<file path="src/rtl/div_seq_pkg.sv">
// div_seq_pkg: shared definitions for the multi-cycle divide sequencer.
//   - DivState encodings for the sequencer FSM
//   - start/stop and result-ready encodings used on the EX handshake
//   - RegBus / ZeroWord as used across the EX stage
package div_seq_pkg;

  localparam int RegBus = 32;
  localparam logic [RegBus-1:0] ZeroWord = 32'h0000_0000;

  localparam int DIV_WIDTH = RegBus;
  localparam int DIV_CNT_W = 6;

  localparam logic DivStart          = 1'b1;
  localparam logic DivStop           = 1'b0;
  localparam logic DivResultReady    = 1'b1;
  localparam logic DivResultNotReady = 1'b0;

  typedef enum logic [1:0] {
    DivFree   = 2'b00,
    DivByZero = 2'b01,
    DivOn     = 2'b10,
    DivEnd    = 2'b11
  } div_state_e;

endpackage

</file>
<file path="src/rtl/div_seq_if.sv">
// div_seq_if: EX <-> divide sequencer handshake.
//   master (EX side): drives start_i, annul_i, signed_div_i, opdata1_i, opdata2_i
//   slave  (div_seq): drives result_o {remainder, quotient}, ready_o, stallreq_o
interface div_seq_if
  import div_seq_pkg::*;
#(
  parameter int WIDTH = DIV_WIDTH
) ();

  logic               start_i;
  logic               annul_i;
  logic               signed_div_i;
  logic [WIDTH-1:0]   opdata1_i;
  logic [WIDTH-1:0]   opdata2_i;
  logic [2*WIDTH-1:0] result_o;
  logic               ready_o;
  logic               stallreq_o;

  modport master (
    output start_i, annul_i, signed_div_i, opdata1_i, opdata2_i,
    input  result_o, ready_o, stallreq_o
  );

  modport slave (
    input  start_i, annul_i, signed_div_i, opdata1_i, opdata2_i,
    output result_o, ready_o, stallreq_o
  );

endinterface

</file>
<file path="src/rtl/div_seq_step.sv">
// div_step: one radix-2 restoring division iteration (combinational).
//   rem_i     : partial remainder before this step (always < divisor_i)
//   bit_i     : next dividend bit, MSB first
//   divisor_i : divisor magnitude
//   rem_o     : partial remainder after this step
//   q_o       : quotient bit produced by this step
module div_step
  import div_seq_pkg::*;
#(
  parameter int WIDTH = DIV_WIDTH
) (
  input  logic [WIDTH-1:0] rem_i,
  input  logic             bit_i,
  input  logic [WIDTH-1:0] divisor_i,
  output logic [WIDTH-1:0] rem_o,
  output logic             q_o
);

  logic [WIDTH:0] shifted_s;
  logic [WIDTH:0] diff_s;

  assign shifted_s = {rem_i, bit_i};
  assign diff_s    = shifted_s - {1'b0, divisor_i};

  // With rem_i < divisor_i the shifted value is below 2*divisor, so the
  // (WIDTH+1)-bit difference has its MSB clear exactly when shifted >= divisor.
  assign q_o   = ~diff_s[WIDTH];
  assign rem_o = q_o ? diff_s[WIDTH-1:0] : shifted_s[WIDTH-1:0];

endmodule

</file>
<file path="src/rtl/div_seq.sv">
// div_seq: multi-cycle DIV/DIVU sequencer for the EX stage.
//   clk, rst : clock, synchronous active-high reset
//   bus      : div_seq_if.slave -- start/annul/signed/operands in,
//              {remainder, quotient}, ready and pipeline stall request out
// One quotient bit per clock on operand magnitudes; signs are restored on
// the edge entering END. Divide-by-zero skips iteration and returns zero.
module div_seq
  import div_seq_pkg::*;
#(
  parameter int WIDTH = DIV_WIDTH,
  parameter int CNT_W = DIV_CNT_W
) (
  input  logic      clk,
  input  logic      rst,
  div_seq_if.slave  bus
);

  localparam logic [WIDTH-1:0]   OneW     = {{(WIDTH-1){1'b0}}, 1'b1};
  localparam logic [WIDTH-1:0]   ZeroW    = WIDTH'(ZeroWord);
  localparam logic [2*WIDTH-1:0] ZeroRes  = {(2*WIDTH){1'b0}};
  localparam logic [CNT_W-1:0]   CntZero  = {CNT_W{1'b0}};
  localparam logic [CNT_W-1:0]   CntOne   = CNT_W'(32'd1);
  localparam logic [CNT_W-1:0]   CntLast  = CNT_W'(WIDTH - 1);

  function automatic logic [WIDTH-1:0] cond_neg(input logic neg, input logic [WIDTH-1:0] v);
    if (neg) begin
      return (~v) + OneW;
    end else begin
      return v;
    end
  endfunction

  div_state_e         state_r, state_s;
  logic [CNT_W-1:0]   cnt_r, cnt_s;
  // dividend_r shifts out dividend bits at the top and collects quotient bits at the bottom
  logic [WIDTH-1:0]   dividend_r, dividend_s;
  logic [WIDTH-1:0]   divisor_r, divisor_s;
  logic [WIDTH-1:0]   rem_r, rem_s;
  logic               quot_neg_r, quot_neg_s;
  logic               rem_neg_r, rem_neg_s;
  logic [2*WIDTH-1:0] result_r, result_s;
  logic               ready_r, ready_s;

  logic               op1_neg_s, op2_neg_s;
  logic [WIDTH-1:0]   op1_abs_s, op2_abs_s;
  logic [WIDTH-1:0]   step_rem_s;
  logic               step_q_s;
  logic [WIDTH-1:0]   quot_fin_s;

  assign op1_neg_s  = bus.signed_div_i & bus.opdata1_i[WIDTH-1];
  assign op2_neg_s  = bus.signed_div_i & bus.opdata2_i[WIDTH-1];
  assign op1_abs_s  = cond_neg(op1_neg_s, bus.opdata1_i);
  assign op2_abs_s  = cond_neg(op2_neg_s, bus.opdata2_i);
  assign quot_fin_s = {dividend_r[WIDTH-2:0], step_q_s};

  div_step #(.WIDTH(WIDTH)) u_step (
    .rem_i     (rem_r),
    .bit_i     (dividend_r[WIDTH-1]),
    .divisor_i (divisor_r),
    .rem_o     (step_rem_s),
    .q_o       (step_q_s)
  );

  // Next-state and next-datapath values for the sequencer.
  always_comb begin
    state_s    = state_r;
    cnt_s      = cnt_r;
    dividend_s = dividend_r;
    divisor_s  = divisor_r;
    rem_s      = rem_r;
    quot_neg_s = quot_neg_r;
    rem_neg_s  = rem_neg_r;
    result_s   = result_r;
    ready_s    = ready_r;
    case (state_r)
      DivFree: begin
        ready_s  = DivResultNotReady;
        result_s = ZeroRes;
        if ((bus.start_i == DivStart) && !bus.annul_i) begin
          dividend_s = op1_abs_s;
          divisor_s  = op2_abs_s;
          rem_s      = ZeroW;
          cnt_s      = CntZero;
          quot_neg_s = op1_neg_s ^ op2_neg_s;
          rem_neg_s  = op1_neg_s;
          if (bus.opdata2_i == ZeroW) begin
            state_s = DivByZero;
          end else begin
            state_s = DivOn;
          end
        end else begin
          state_s = DivFree;
        end
      end
      DivByZero: begin
        if (bus.annul_i) begin
          state_s = DivFree;
        end else begin
          state_s  = DivEnd;
          result_s = ZeroRes;
          ready_s  = DivResultReady;
        end
      end
      DivOn: begin
        if (bus.annul_i) begin
          state_s  = DivFree;
          cnt_s    = CntZero;
          result_s = ZeroRes;
          ready_s  = DivResultNotReady;
        end else begin
          dividend_s = quot_fin_s;
          rem_s      = step_rem_s;
          cnt_s      = cnt_r + CntOne;
          if (cnt_r == CntLast) begin
            state_s  = DivEnd;
            result_s = {cond_neg(rem_neg_r, step_rem_s), cond_neg(quot_neg_r, quot_fin_s)};
            ready_s  = DivResultReady;
          end else begin
            state_s = DivOn;
          end
        end
      end
      DivEnd: begin
        if ((bus.start_i == DivStop) || bus.annul_i) begin
          state_s  = DivFree;
          result_s = ZeroRes;
          ready_s  = DivResultNotReady;
        end else begin
          state_s = DivEnd;
        end
      end
      default: begin
        state_s  = DivFree;
        result_s = ZeroRes;
        ready_s  = DivResultNotReady;
      end
    endcase
  end

  // Sequencer state and datapath registers.
  always_ff @(posedge clk) begin
    if (rst) begin
      state_r    <= DivFree;
      cnt_r      <= CntZero;
      dividend_r <= ZeroW;
      divisor_r  <= ZeroW;
      rem_r      <= ZeroW;
      quot_neg_r <= 1'b0;
      rem_neg_r  <= 1'b0;
      result_r   <= ZeroRes;
      ready_r    <= DivResultNotReady;
    end else begin
      state_r    <= state_s;
      cnt_r      <= cnt_s;
      dividend_r <= dividend_s;
      divisor_r  <= divisor_s;
      rem_r      <= rem_s;
      quot_neg_r <= quot_neg_s;
      rem_neg_r  <= rem_neg_s;
      result_r   <= result_s;
      ready_r    <= ready_s;
    end
  end

  assign bus.result_o   = result_r;
  assign bus.ready_o    = ready_r;
  assign bus.stallreq_o = (bus.start_i == DivStart) & ~bus.annul_i & (state_r != DivEnd);

endmodule

</file>
<file path="src/flat_wrapper.sv">
// flat-port wrapper written by rule: the top's interface ports become plain ports
module div_seq_flat import div_seq_pkg::*;
#(
  parameter int WIDTH = DIV_WIDTH,
  parameter int CNT_W = DIV_CNT_W
)
  (clk, rst, bus_start_i, bus_annul_i, bus_signed_div_i, bus_opdata1_i, bus_opdata2_i, bus_result_o, bus_ready_o, bus_stallreq_o);
  div_seq_if #(.WIDTH(WIDTH)) bus_i ();
  input  logic clk;
  input  logic rst;
  input wire logic [$bits(bus_i.start_i)-1:0] bus_start_i;
  input wire logic [$bits(bus_i.annul_i)-1:0] bus_annul_i;
  input wire logic [$bits(bus_i.signed_div_i)-1:0] bus_signed_div_i;
  input wire logic [$bits(bus_i.opdata1_i)-1:0] bus_opdata1_i;
  input wire logic [$bits(bus_i.opdata2_i)-1:0] bus_opdata2_i;
  output wire logic [$bits(bus_i.result_o)-1:0] bus_result_o;
  output wire logic [$bits(bus_i.ready_o)-1:0] bus_ready_o;
  output wire logic [$bits(bus_i.stallreq_o)-1:0] bus_stallreq_o;
  assign bus_i.start_i = bus_start_i;
  assign bus_i.annul_i = bus_annul_i;
  assign bus_i.signed_div_i = bus_signed_div_i;
  assign bus_i.opdata1_i = bus_opdata1_i;
  assign bus_i.opdata2_i = bus_opdata2_i;
  assign bus_result_o = bus_i.result_o;
  assign bus_ready_o = bus_i.ready_o;
  assign bus_stallreq_o = bus_i.stallreq_o;
  div_seq #(.WIDTH(WIDTH), .CNT_W(CNT_W)) u_core (.clk(clk), .rst(rst), .bus(bus_i));
endmodule
</file>
<file path="config.mk">
export PLATFORM = sky130hd
export DESIGN_NAME = div_seq_flat
export DESIGN_NICKNAME = d
export VERILOG_FILES = /design/src/rtl/div_seq_pkg.sv /design/src/rtl/div_seq_if.sv /design/src/rtl/div_seq_step.sv /design/src/rtl/div_seq.sv /design/src/flat_wrapper.sv
export SDC_FILE = /design/constraint.sdc
export NUM_CORES = 1
export LEC_CHECK = 0
export ABC_AREA = 1
export CORE_UTILIZATION = 61
export CTS_BUF_LIST = sky130_fd_sc_hd__clkbuf_2
export CTS_CLUSTER_DIAMETER = 40
export DETAILED_ROUTE_END_ITERATION = 8
export PLACE_DENSITY = 0.88
export SETUP_SLACK_MARGIN = 0.1
export SKIP_CTS_REPAIR_TIMING = 1
export SYNTH_ARGS = -nofsm -noshare
export SYNTH_HDL_FRONTEND = slang
export SYNTH_HIERARCHICAL = 1
export SYNTH_SLANG_ARGS = --single-unit
</file>
<file path="constraint.sdc">
create_clock -name clk -period 6.3 [get_ports clk]
set_input_delay 1.26 -clock clk [delete_from_list [all_inputs] [get_ports clk]]
set_output_delay 1.26 -clock clk [all_outputs]
set_load 0.01 [all_outputs]
</file>
==> results of run 1 <==
-- cell families after synthesis --
family	count (synthesis)	synth area share (%)
flip-flops	171	25.8
adder cells (fa/ha/maj)	42	4.02
AND/OR/NAND/NOR	1252	39.5
buffers and inverters	397	12.4
AO/OA/AOI/OAI	401	16.3
XOR/XNOR	29	1.91
-- worst paths after layout --
path                           startpoint                      end  cells past startpoint
setup reg to reg    u_core/dividend_r[31]  u_core/bus.result_o[60]                     24
hold reg to reg   u_core/bus.result_o[12]  u_core/bus.result_o[12]                      2
setup / recovery    u_core/dividend_r[31]  u_core/bus.result_o[60]                     24
hold / removal    u_core/bus.result_o[12]  u_core/bus.result_o[12]                      2
-- registers in the layout, summed over array words and instances, names as in the netlist --
| name | count |
|---|---|
| u_core/rem_r | 32 |
| u_core/bus.result_o | 64 |
| u_core/state_r | 2 |
| u_core/divisor_r | 32 |
| u_core/quot_neg_r | 1 |
| u_core/bus.ready_o | 1 |
| u_core/rem_neg_r | 1 |
| u_core/cnt_r | 6 |
| u_core/dividend_r | 32 |
-- layer usage --
| metal | part of all wire, % | GRT usage [%] | vias up |
|---|---|---|---|
| met5 | 0 | 0 | - |
| met4 | 5.0 | 18.7 | 0 |
| met3 | 8.6 | 5.27 | 131 |
| met2 | 45 | 61.2 | 740 |
| met1 | 41 | 48.4 | 6764 |
| li1 | - | - | 7500 |
-- critical path, delay by kind of cell (launching register included) --
family,cells,cell delay [ns]
simple gates,17,2.25
fa+ha+maj,3,0.89
flops,1,0.43
buf+inv,3,0.27
compound gates,1,0.08
-- final cells by class --
type | instances | area [µm²] | area share [%]
multi-input combinational | 1724 | 8200 | 55.3
sequential | 171 | 3420 | 23.1
timing repair buffer | 143 | 1410 | 9.48
inverter | 312 | 1180 | 7.95
tap | 275 | 344 | 2.32
clock inverter | 15 | 196 | 1.32
clock buffer | 17 | 85.1 | 0.574
antenna | 1 | 2.50 | 0.0169
-- power breakdown --
group | total (mW) | switching (mW) | internal (mW)
sequential | 1.15 | 0.0299 | 1.12
combinational | 0.661 | 0.444 | 0.216
clock | 0.653 | 0.476 | 0.178
-- synth_stat cells, types with 7 or more instances --
cell and number:
sky130_fd_sc_hd__nand2_1 739, sky130_fd_sc_hd__inv_1 302, sky130_fd_sc_hd__a21oi_1 232, sky130_fd_sc_hd__nand3_1 228, sky130_fd_sc_hd__nor2_1 189, sky130_fd_sc_hd__dfxtp_1 171, sky130_fd_sc_hd__o21ai_0 103, sky130_fd_sc_hd__ha_1 41
sky130_fd_sc_hd__clkbuf_1 35, sky130_fd_sc_hd__nand4_1 32, sky130_fd_sc_hd__xor2_1 23, sky130_fd_sc_hd__buf_2 22, sky130_fd_sc_hd__buf_4 17, sky130_fd_sc_hd__nor3_1 16, sky130_fd_sc_hd__o211ai_1 14, sky130_fd_sc_hd__o21a_1 13
sky130_fd_sc_hd__nand2_2 12, sky130_fd_sc_hd__o21ai_1 11, sky130_fd_sc_hd__o21bai_1 11, sky130_fd_sc_hd__buf_6 8, sky130_fd_sc_hd__nor2_2 7
-- per-stage QoR --
stage / instances / worst slack, ns / hold WS (ns) / total power, mW / area (µm²)
after floorplan: 2292 / 3.16 / 0.444 / 1.61 / 13300
after global placement: 2625 / 2.38 / 0.452 / 1.79 / 14600
after detailed placement: 2625 / 2.27 / 0.455 / 1.81 / 14600
after CTS: 2657 / 2.39 / 0.485 / 2.45 / 14800
after global routing: 2658 / 1.89 / 0.492 / 2.60 / 14800
final: 2658 / 2.31 / 0.484 / 2.46 / 14800
==> impl_summary.txt, run 1 <==
----------------------------------------------------
[Synthesis]
  Share of synthesized area occupied by flip-flops and latches ... 25.8%
  FF+latch count, synth ... 171
  Number of enable flip-flop cells after synthesis ... 0
  Most used DFF post-synth ... sky130_fd_sc_hd__dfxtp_1
  Post-synthesis average cell area ... 5.79 µm²
  Cell count after synthesis ... 2,292
  Count of yosys warnings during synthesis ... 6
  Post-synth ARST share ... 0%
  Top-area cell type share of the netlist area ... 25.8%
  Number of nets in the synthesized netlist ... 2,403
  Cell area after synthesis ... 13,300 µm²
  Distinct cell type count of the synthesized netlist ... 44
  Library cell occupying the most area in the post-synthesis netlist ... sky130_fd_sc_hd__dfxtp_1
  Top cells by area in the synthesized netlist ... sky130_fd_sc_hd__dfxtp_1, sky130_fd_sc_hd__nand2_1, sky130_fd_sc_hd__a21oi_1, sky130_fd_sc_hd__nand3_1, sky130_fd_sc_hd__inv_1

[Place]
  Routability congestion estimate from global placement ... 0.996
  Post-DP HPWL ... 32,600 µm
  Number of buffer cells added on primary ports ... 134

[Timing]
  Highest attainable clock frequency ... 250 MHz
  Fin crit period ... 3.99 ns
  Worst slew margin relative to its limit ... 40.0%
  Worst clock skew ... 0.0358 ns
  Setup repair after global routing missed its margin ... false
  Max-slew violation count ... 0
  Slew at the pin closest to its max-slew limit ... 0.900 ns
  Number of setup violations in the final report ... 0
  Total negative slack for setup checks ... 0 ns
  Final Hold Vio Count ... 0
  Post-route clock period utilization ... 63.4%

[Final layout]
  Layout filler cell count ... 2,010
  Net count of the finished layout ... 2,480
  Layout Area Growth over Synthesis ... 11.8%
  Final core utilization ... 70.1%
  Most frequent cells in the layout ... sky130_fd_sc_hd__nand2_1, sky130_fd_sc_hd__inv_1, sky130_fd_sc_hd__a21oi_1
  Commonest non-fill, non-tap cell in the layout ... sky130_fd_sc_hd__nand2_1
  Fraction of layout cells with a size suffix above 1 ... 3.82%

[Outcome]
  Outcome ... complete, no violations

[GRT]
  Sum of overflow across all layers after global routing ... 0
  Global-route wire length before repair ... 66,400 µm
  Number of global-route vias before repair ... 13,533
  Initial antenna violation count ... 1
  Pin count of the biggest net entering global routing ... 86
  Total global-route track usage ... 37.6%

[Route]
  Detail-routed via count per cell ... 5.69
  Aggregate routed wire length ... 41,700 µm
  ANT nets after route ... 0
  Drt initial violations ... 1,584
  Routed vias ... 15,135
  Routed wirelength normalized by instance count ... 15.7 µm
  Residual DRC count ... 0
  Detailed Routing Iterations Pass 1 ... 7

[Floorplanning]
  Number of standard-cell rows in the floorplan ... 53
  Die ar. ... 22,300 µm²
  Die span in x ... 149 µm
  IO Pins ... 135
  Die height ... 149 µm
  Placeable core region ... 21,200 µm²
  Initial Util ... 62.7%

[Power]
  Cell leakage power ... 7.08 nW
  Worst vdd ir ... 0.000152 V
  Ratio of total power to cell area ... 166 nW/µm²

[Worst hold path]
  Class of the worst hold path ... reg -> reg

[Critical path]
  Req. time, crit path ... 7.00 ns
  Slowest cell delay on critical path ... 0.43 ns
  Ordered list of cells on the worst path ... inv_1 -> ha_1 -> fa_1 -> inv_1 -> nand2_1 -> nand2_1 -> nand3_1 -> nand2_2 -> nand2_1 -> nand2_2 -> nand2_2 -> nand3_1 -> nand2_4 -> nand2_1 -> nand2_1 -> inv_1 -> ha_1 -> nand3_1 -> nand2_1 -> nand4_1 -> nor2_1 -> nand3_1 -> nand3_1 -> a21oi_1
  Slowest-stage cell, CP ... sky130_fd_sc_hd__dfxtp_1
  Setup slack of the most critical reg-to-reg path ... 2.31 ns
  Dominant cell type by count on the critical path ... sky130_fd_sc_hd__nand2_1
  Worst setup EP type ... flop
  Worst Setup Path Type ... reg -> reg
  Worst setup SP type ... flop
  Crit path max fanout ... 35
  WP data arrival ... 4.69 ns

[Flow run]
  Number of max-capacitance violations reported ... 0

[Clocking]
  Number of H-tree branching levels ... 4
  Number of CTS-inserted buffers ... 17
  Clock transition at the registers of the reported paths ... 0.30 ns
  CTS tree ... yes
  Buffer levels on the longest clock path ... 2
  Sinks on the clock net ... 171
  CTS Root Buffer Type ... sky130_fd_sc_hd__clkbuf_2
  Insertion delay to the later sink of the worst-skew pair ... 0.80 ns

----------------------------------------------------
(Power assumes the default switching activity.)
==> run 2: changes to the inputs <==
CORE_UTILIZATION = 60   (was 61)
PLACE_DENSITY = 0.87   (was 0.88)
clock period = 3.8 ns   (was 6.3 ns; I/O delays follow)
==> run 2 against run 1 <==
  * The run now ends with DRC left
  * Clock power rose by 62%
  * Register-to-register slack got worse by 2.0 ns
  * Combinational power rose by 68%
  * Total power rose by 65%
  * Setup slack got worse by 2.0 ns
  * Cell area rose by 0.83%
  * Via count fell by 1.5%
  * First-iteration DRC count fell by 13%
==> impl_summary.txt, run 2 (synthesized netlist as in run 1, its figures left out) <==
----------------------------------------------------
[Route]
  Detail-routed via count per cell ... 5.58
  Drt initial violations ... 1,384
  Residual DRC count ... 1
  Routed vias ... 14,905
  Detailed Routing Iterations Pass 1 ... 9
  ANT nets after route ... 0
  Aggregate routed wire length ... 41,100 µm
  Routed wirelength normalized by instance count ... 15.4 µm

[Power]
  Cell leakage power ... 7.13 nW
  Ratio of total power to cell area ... 272 nW/µm²
  Worst vdd ir ... 0.000234 V
  Total Power ... 4.07 mW

[Final layout]
  Layout filler cell count ... 2,082
  Final core utilization ... 68.7%
  Most frequent cells in the layout ... sky130_fd_sc_hd__nand2_1, sky130_fd_sc_hd__inv_1, sky130_fd_sc_hd__a21oi_1
  Flip-flop count of the largest register, all copies and words added ... 64
  Fraction of layout cells with a size suffix above 1 ... 4.68%
  Net count of the finished layout ... 2,490
  Commonest non-fill, non-tap cell in the layout ... sky130_fd_sc_hd__nand2_1
  Layout Area Growth over Synthesis ... 12.7%

[Critical path]
  WP data arrival ... 4.20 ns
  Slowest cell delay on critical path ... 0.41 ns
  Worst setup EP type ... flop
  Critical path buffers and inverters ... 3
  Largest delay share family, worst path ... simple AND/OR/NAND/NOR gates
  Crit path max fanout ... 22
  Slowest-stage cell, CP ... sky130_fd_sc_hd__fa_1
  Dominant cell type by count on the critical path ... sky130_fd_sc_hd__nand2_1
  Worst Setup Path Type ... reg -> reg
  Worst setup SP type ... flop
  Req. time, crit path ... 4.55 ns
  Ordered list of cells on the worst path ... inv_1 -> ha_1 -> fa_1 -> inv_1 -> nand2_1 -> nand2_1 -> nand3_1 -> nand2_2 -> nand2_1 -> nand2_2 -> nand2_2 -> nand3_1 -> nand2_4 -> buf_4 -> nand2_1 -> nand2_1 -> nor2_1 -> nand4_1 -> o21ai_1 -> nand2_1 -> nand2_1 -> nand3_1 -> a21oi_1

[Flow run]
  Number of max-capacitance violations reported ... 0

[Floorplanning]
  Number of standard-cell rows in the floorplan ... 54
  Initial Util ... 61.0%
  Die ar. ... 22,700 µm²
  Die span in x ... 151 µm
  Die height ... 151 µm
  Placeable core region ... 21,800 µm²
  IO Pins ... 135

[GRT]
  Global-route wire length before repair ... 65,300 µm
  Sum of overflow across all layers after global routing ... 0
  Number of global-route vias before repair ... 13,452
  Initial antenna violation count ... 1
  Pin count of the biggest net entering global routing ... 67
  Total global-route track usage ... 36.3%

[Timing]
  Minimum hold slack ... 0.349 ns
  Final Hold Vio Count ... 0
  Max-slew violation count ... 0
  Slew at the pin closest to its max-slew limit ... 1.29 ns
  Setup repair after global routing missed its margin ... false
  Fin crit period ... 3.45 ns
  Worst slew margin relative to its limit ... 13.6%
  Highest attainable clock frequency ... 290 MHz
  Total negative slack for setup checks ... 0 ns
  Post-route clock period utilization ... 90.7%
  Worst clock skew ... 0.0460 ns
  Number of setup violations in the final report ... 0
  Final WS setup ... 0.352 ns

[Place]
  Post-Place Worst Slack ... 0.187 ns
  Number of buffer cells added on primary ports ... 134
  Routability congestion estimate from global placement ... 1.05
  Post-DP HPWL ... 32,200 µm

[Outcome]
  Outcome ... complete, but fails checks
  Violations in the final reports ... DRC

[Clocking]
  Clock transition at the registers of the reported paths ... 0.26 ns
  Buffer levels on the longest clock path ... 2
  Number of CTS-inserted buffers ... 17
  Insertion delay to the later sink of the worst-skew pair ... 0.80 ns
  Sinks on the clock net ... 171
  Number of H-tree branching levels ... 4
  CTS tree ... yes
  CTS Root Buffer Type ... sky130_fd_sc_hd__clkbuf_2

[Worst hold path]
  Class of the worst hold path ... in -> reg

----------------------------------------------------
==> run 2: worst paths after layout <==
check	startpoint	end	slack [ns]	depth (start not counted)
setup / recovery	u_core/dividend_r[31]	u_core/bus.result_o[57]	0.35	23
setup reg to reg	u_core/dividend_r[31]	u_core/bus.result_o[57]	0.35	23
hold reg to reg	u_core/bus.result_o[63]	u_core/bus.result_o[63]	0.48	2
hold / removal	rst	u_core/bus.result_o[56]	0.35	2
==> run 2: area by class of cell <==
cell class,instances,area [µm²],share of cell area [%]
Antenna cell,1,2.50,0.0167
Clock buffer,19,95.1,0.636
Clock inverter,12,163,1.09
Inverter,312,1180,7.88
Multi-Input combinational cell,1725,8250,55.2
Sequential cell,171,3420,22.9
Tap cell,280,350,2.34
Timing Repair Buffer,152,1490,9.96
==> run 2: power breakdown <==
group / leakage (nW) / internal, mW / switching (mW) / total, mW
clock: 0.157 / 0.381 / 0.681 / 1.06
combinational: 5.59 / 0.371 / 0.736 / 1.11
sequential: 1.39 / 1.85 / 0.0500 / 1.90
==> run 2: per-stage QoR <==
stage	area (µm²)	std cells
2_1_floorplan	13300	2292
3_3_place_gp	14600	2635
3_5_place_dp	14600	2635
4_1_cts	14900	2666
5_1_grt	15000	2672
6_report	15000	2672
==> run 2: per-layer routing <==
layer	GRT usage, %	part of all wire [%]
met4	15.5	4.0
met5	0	0
met1	45.9	43
met3	5.09	6.9
met2	61.5	47
==> run 3: changes to the inputs <==
--- a/config.mk
+++ b/config.mk
@@ -12,5 +12,5 @@
 export DETAILED_ROUTE_END_ITERATION = 8
 export PLACE_DENSITY = 0.87
-export SETUP_SLACK_MARGIN = 0.1
+export SETUP_SLACK_MARGIN = 0.2
 export SKIP_CTS_REPAIR_TIMING = 1
 export SYNTH_ARGS = -nofsm -noshare
==> constraint.sdc (replaced) <==
create_clock -name clk -period 3.8 [get_ports clk]
set_input_delay 0.76 -clock clk [delete_from_list [all_inputs] [get_ports clk]]
set_output_delay 0.76 -clock clk [all_outputs]
set_load 0.05 [all_outputs]
==> run 3 against run 2 <==
  * The flow still finishes with violations (DRC)
  * Total power increased by 1.5%
  * Combinational power about the same
  * Cell area increased by 0.56%
  * Die area unchanged
  * Clock-buffer cell count decreased by 2
  * Clock power increased by 4%
  * Core utilization increased by 0.39 points
  * Via count increased by 1.5%
  * Non-clock buffer count increased by 3
  * Sequential share of layout area decreased by 0.12 points
  * Setup slack got worse by 0.016 ns
==> impl_summary.txt, run 3 (synthesized netlist as in run 1, its figures left out) <==
----------------------------------------------------
[Outcome]
  Outcome ... complete, but fails checks
  Violations in the final reports ... DRC

[Final layout]
  Final std cell area, no fill ... 15,000 µm²
  Layout filler cell count ... 2,109
  Commonest non-fill, non-tap cell in the layout ... sky130_fd_sc_hd__nand2_1
  Fraction of layout cells with a size suffix above 1 ... 5.09%
  Storage cell area ... 3430 µm²
  Most frequent cells in the layout ... sky130_fd_sc_hd__nand2_1, sky130_fd_sc_hd__inv_1, sky130_fd_sc_hd__a21oi_1
  Flip-flop count of the largest register, all copies and words added ... 64
  Net count of the finished layout ... 2,494
  Total area of multi-input combinational cells ... 8290 µm²
  Layout Area Growth over Synthesis ... 13.4%

[Critical path]
  Dominant cell type by count on the critical path ... sky130_fd_sc_hd__nand2_1
  Worst setup EP type ... flop
  Slowest cell delay on critical path ... 0.38 ns
  Startpoint of the lowest-slack register-to-register path ... u_core/dividend_r[31]
  Crit path max fanout ... 20
  Cell count of the worst reg-to-reg path ... 25
  Slowest-stage cell, CP ... sky130_fd_sc_hd__dfxtp_2
  Setup slack of the most critical reg-to-reg path ... 0.34 ns
  Largest delay share family, worst path ... simple AND/OR/NAND/NOR gates
  Critical path buffers and inverters ... 5
  Worst setup SP type ... flop
  Req. time, crit path ... 4.55 ns
  Worst reg2reg endpoint ... u_core/bus.result_o[50]
  Worst Setup Path Type ... reg -> reg
  WP data arrival ... 4.22 ns

[Timing]
  Worst slew margin relative to its limit ... 50.1%
  Number of setup violations in the final report ... 0
  Highest attainable clock frequency ... 289 MHz
  Setup repair after global routing missed its margin ... false
  Post-route clock period utilization ... 91.2%
  Fin crit period ... 3.46 ns
  Slew at the pin closest to its max-slew limit ... 0.748 ns
  Max-slew violation count ... 0
  Final Hold Vio Count ... 0
  Total negative slack for setup checks ... 0 ns
  Worst clock skew ... 0.0539 ns

[GRT]
  Global-route wire length before repair ... 66,900 µm
  Total global-route track usage ... 37.6%
  Pin count of the biggest net entering global routing ... 69
  Initial antenna violation count ... 1
  Number of global-route vias before repair ... 13,456
  Sum of overflow across all layers after global routing ... 0

[Floorplanning]
  Placeable core region ... 21,800 µm²
  Number of standard-cell rows in the floorplan ... 54
  IO Pins ... 135
  Die span in x ... 151 µm
  Die height ... 151 µm
  Die ar. ... 22,700 µm²
  Initial Util ... 61.0%

[Clocking]
  Number of H-tree branching levels ... 4
  Clock transition at the registers of the reported paths ... 0.30 ns
  Buffer levels on the longest clock path ... 2
  CTS tree ... yes
  CTS Root Buffer Type ... sky130_fd_sc_hd__clkbuf_2
  Insertion delay to the later sink of the worst-skew pair ... 0.80 ns
  Number of CTS-inserted buffers ... 17
  Sinks on the clock net ... 171

[Worst hold path]
  Class of the worst hold path ... reg -> reg
  Endpoint, Worst Hold ... u_core/bus.result_o[62]
  Worst hold stages ... 2
  Hold Crit Start ... u_core/bus.result_o[62]

[Route]
  Detail-routed via count per cell ... 5.65
  Detailed Routing Iterations Pass 1 ... 9
  ANT nets after route ... 0
  Routed vias ... 15,133
  Residual DRC count ... 2
  Aggregate routed wire length ... 42,800 µm
  Drt initial violations ... 1,585
  Routed wirelength normalized by instance count ... 16.0 µm

[Power]
  Worst vdd ir ... 0.000212 V
  Cell leakage power ... 7.17 nW
  Ratio of total power to cell area ... 275 nW/µm²

[Place]
  Routability congestion estimate from global placement ... 0.994
  Number of buffer cells added on primary ports ... 134
  Post-DP HPWL ... 33,200 µm
  Cell area reported after detailed placement ... 14,600 µm²

[Flow run]
  Number of max-capacitance violations reported ... 0

----------------------------------------------------
-- run 3: changes by cell type in the layout (fill, tap and decap cells not counted), moves of 3 or more --
cell,before,now
sky130_fd_sc_hd__clkinv_8,0,3
sky130_fd_sc_hd__nor2_1,186,182
sky130_fd_sc_hd__a21oi_2,5,2
sky130_fd_sc_hd__buf_4,17,21
sky130_fd_sc_hd__nor2_2,7,11
-- run 3: worst min-delay path: stages (launching register included) --
cell                      delay, ns
sky130_fd_sc_hd__dfxtp_1       0.38
sky130_fd_sc_hd__nand2_1       0.06
sky130_fd_sc_hd__a21oi_1       0.05
-- run 3: metal layers --
metal	vias up	part of all wire [%]	wire (µm)	track usage, %
li1	7535	-	-	-
met1	6763	42	18100	49.0
met2	713	45	19500	60.8
met3	122	7.3	3140	5.00
met4	0	5.0	2130	19.1
met5	-	0	0	0
-- run 3: cell type report --
cell class	instances	share of cell area, %
flip-flops and latches	171	22.8
well taps	280	2.33
clock inverters	15	1.32
multi-input cells	1726	55.1
inverters	312	7.84
diodes	1	0.0166
repair buffers	155	10.0
clock buffers	17	0.566
-- run 3: power breakdown --
part           leakage (nW)  internal [mW]  switching (mW)
logic                  5.62          0.372           0.765
clock network         0.164          0.342           0.753
registers              1.39           1.85          0.0464
total                  7.17           2.57            1.56
-- run 3: through the flow --
step           cells  worst slack [ns]  hold slack, ns  power, mW  utilization [%]
6_report        2677             0.335           0.481       4.13             69.1
5_1_grt         2677             0.176           0.504       4.35             69.1
4_1_cts         2669             0.149           0.482       4.10             68.5
3_5_place_dp    2637            0.0992           0.454       3.01             67.2
3_3_place_gp    2637             0.278           0.450       3.00             67.2
2_1_floorplan   2292             0.658           0.444       2.69                -
-- run 3: worst max-delay path by stage --
stage | start | endpoint | slack, ns | cells after the start
detailed placement | u_core/dividend_r[31] | u_core/bus.result_o[62] | 0.1 | 24
global placement | u_core/dividend_r[31] | u_core/bus.result_o[60] | 0.28 | 24
CTS | u_core/dividend_r[31] | u_core/bus.result_o[62] | 0.15 | 24
global route | u_core/rem_r[13] | u_core/bus.result_o[50] | 0.18 | 23
floorplan | u_core/dividend_r[31] | u_core/bus.result_o[56] | 0.66 | 25
finish | u_core/dividend_r[31] | u_core/bus.result_o[50] | 0.34 | 25
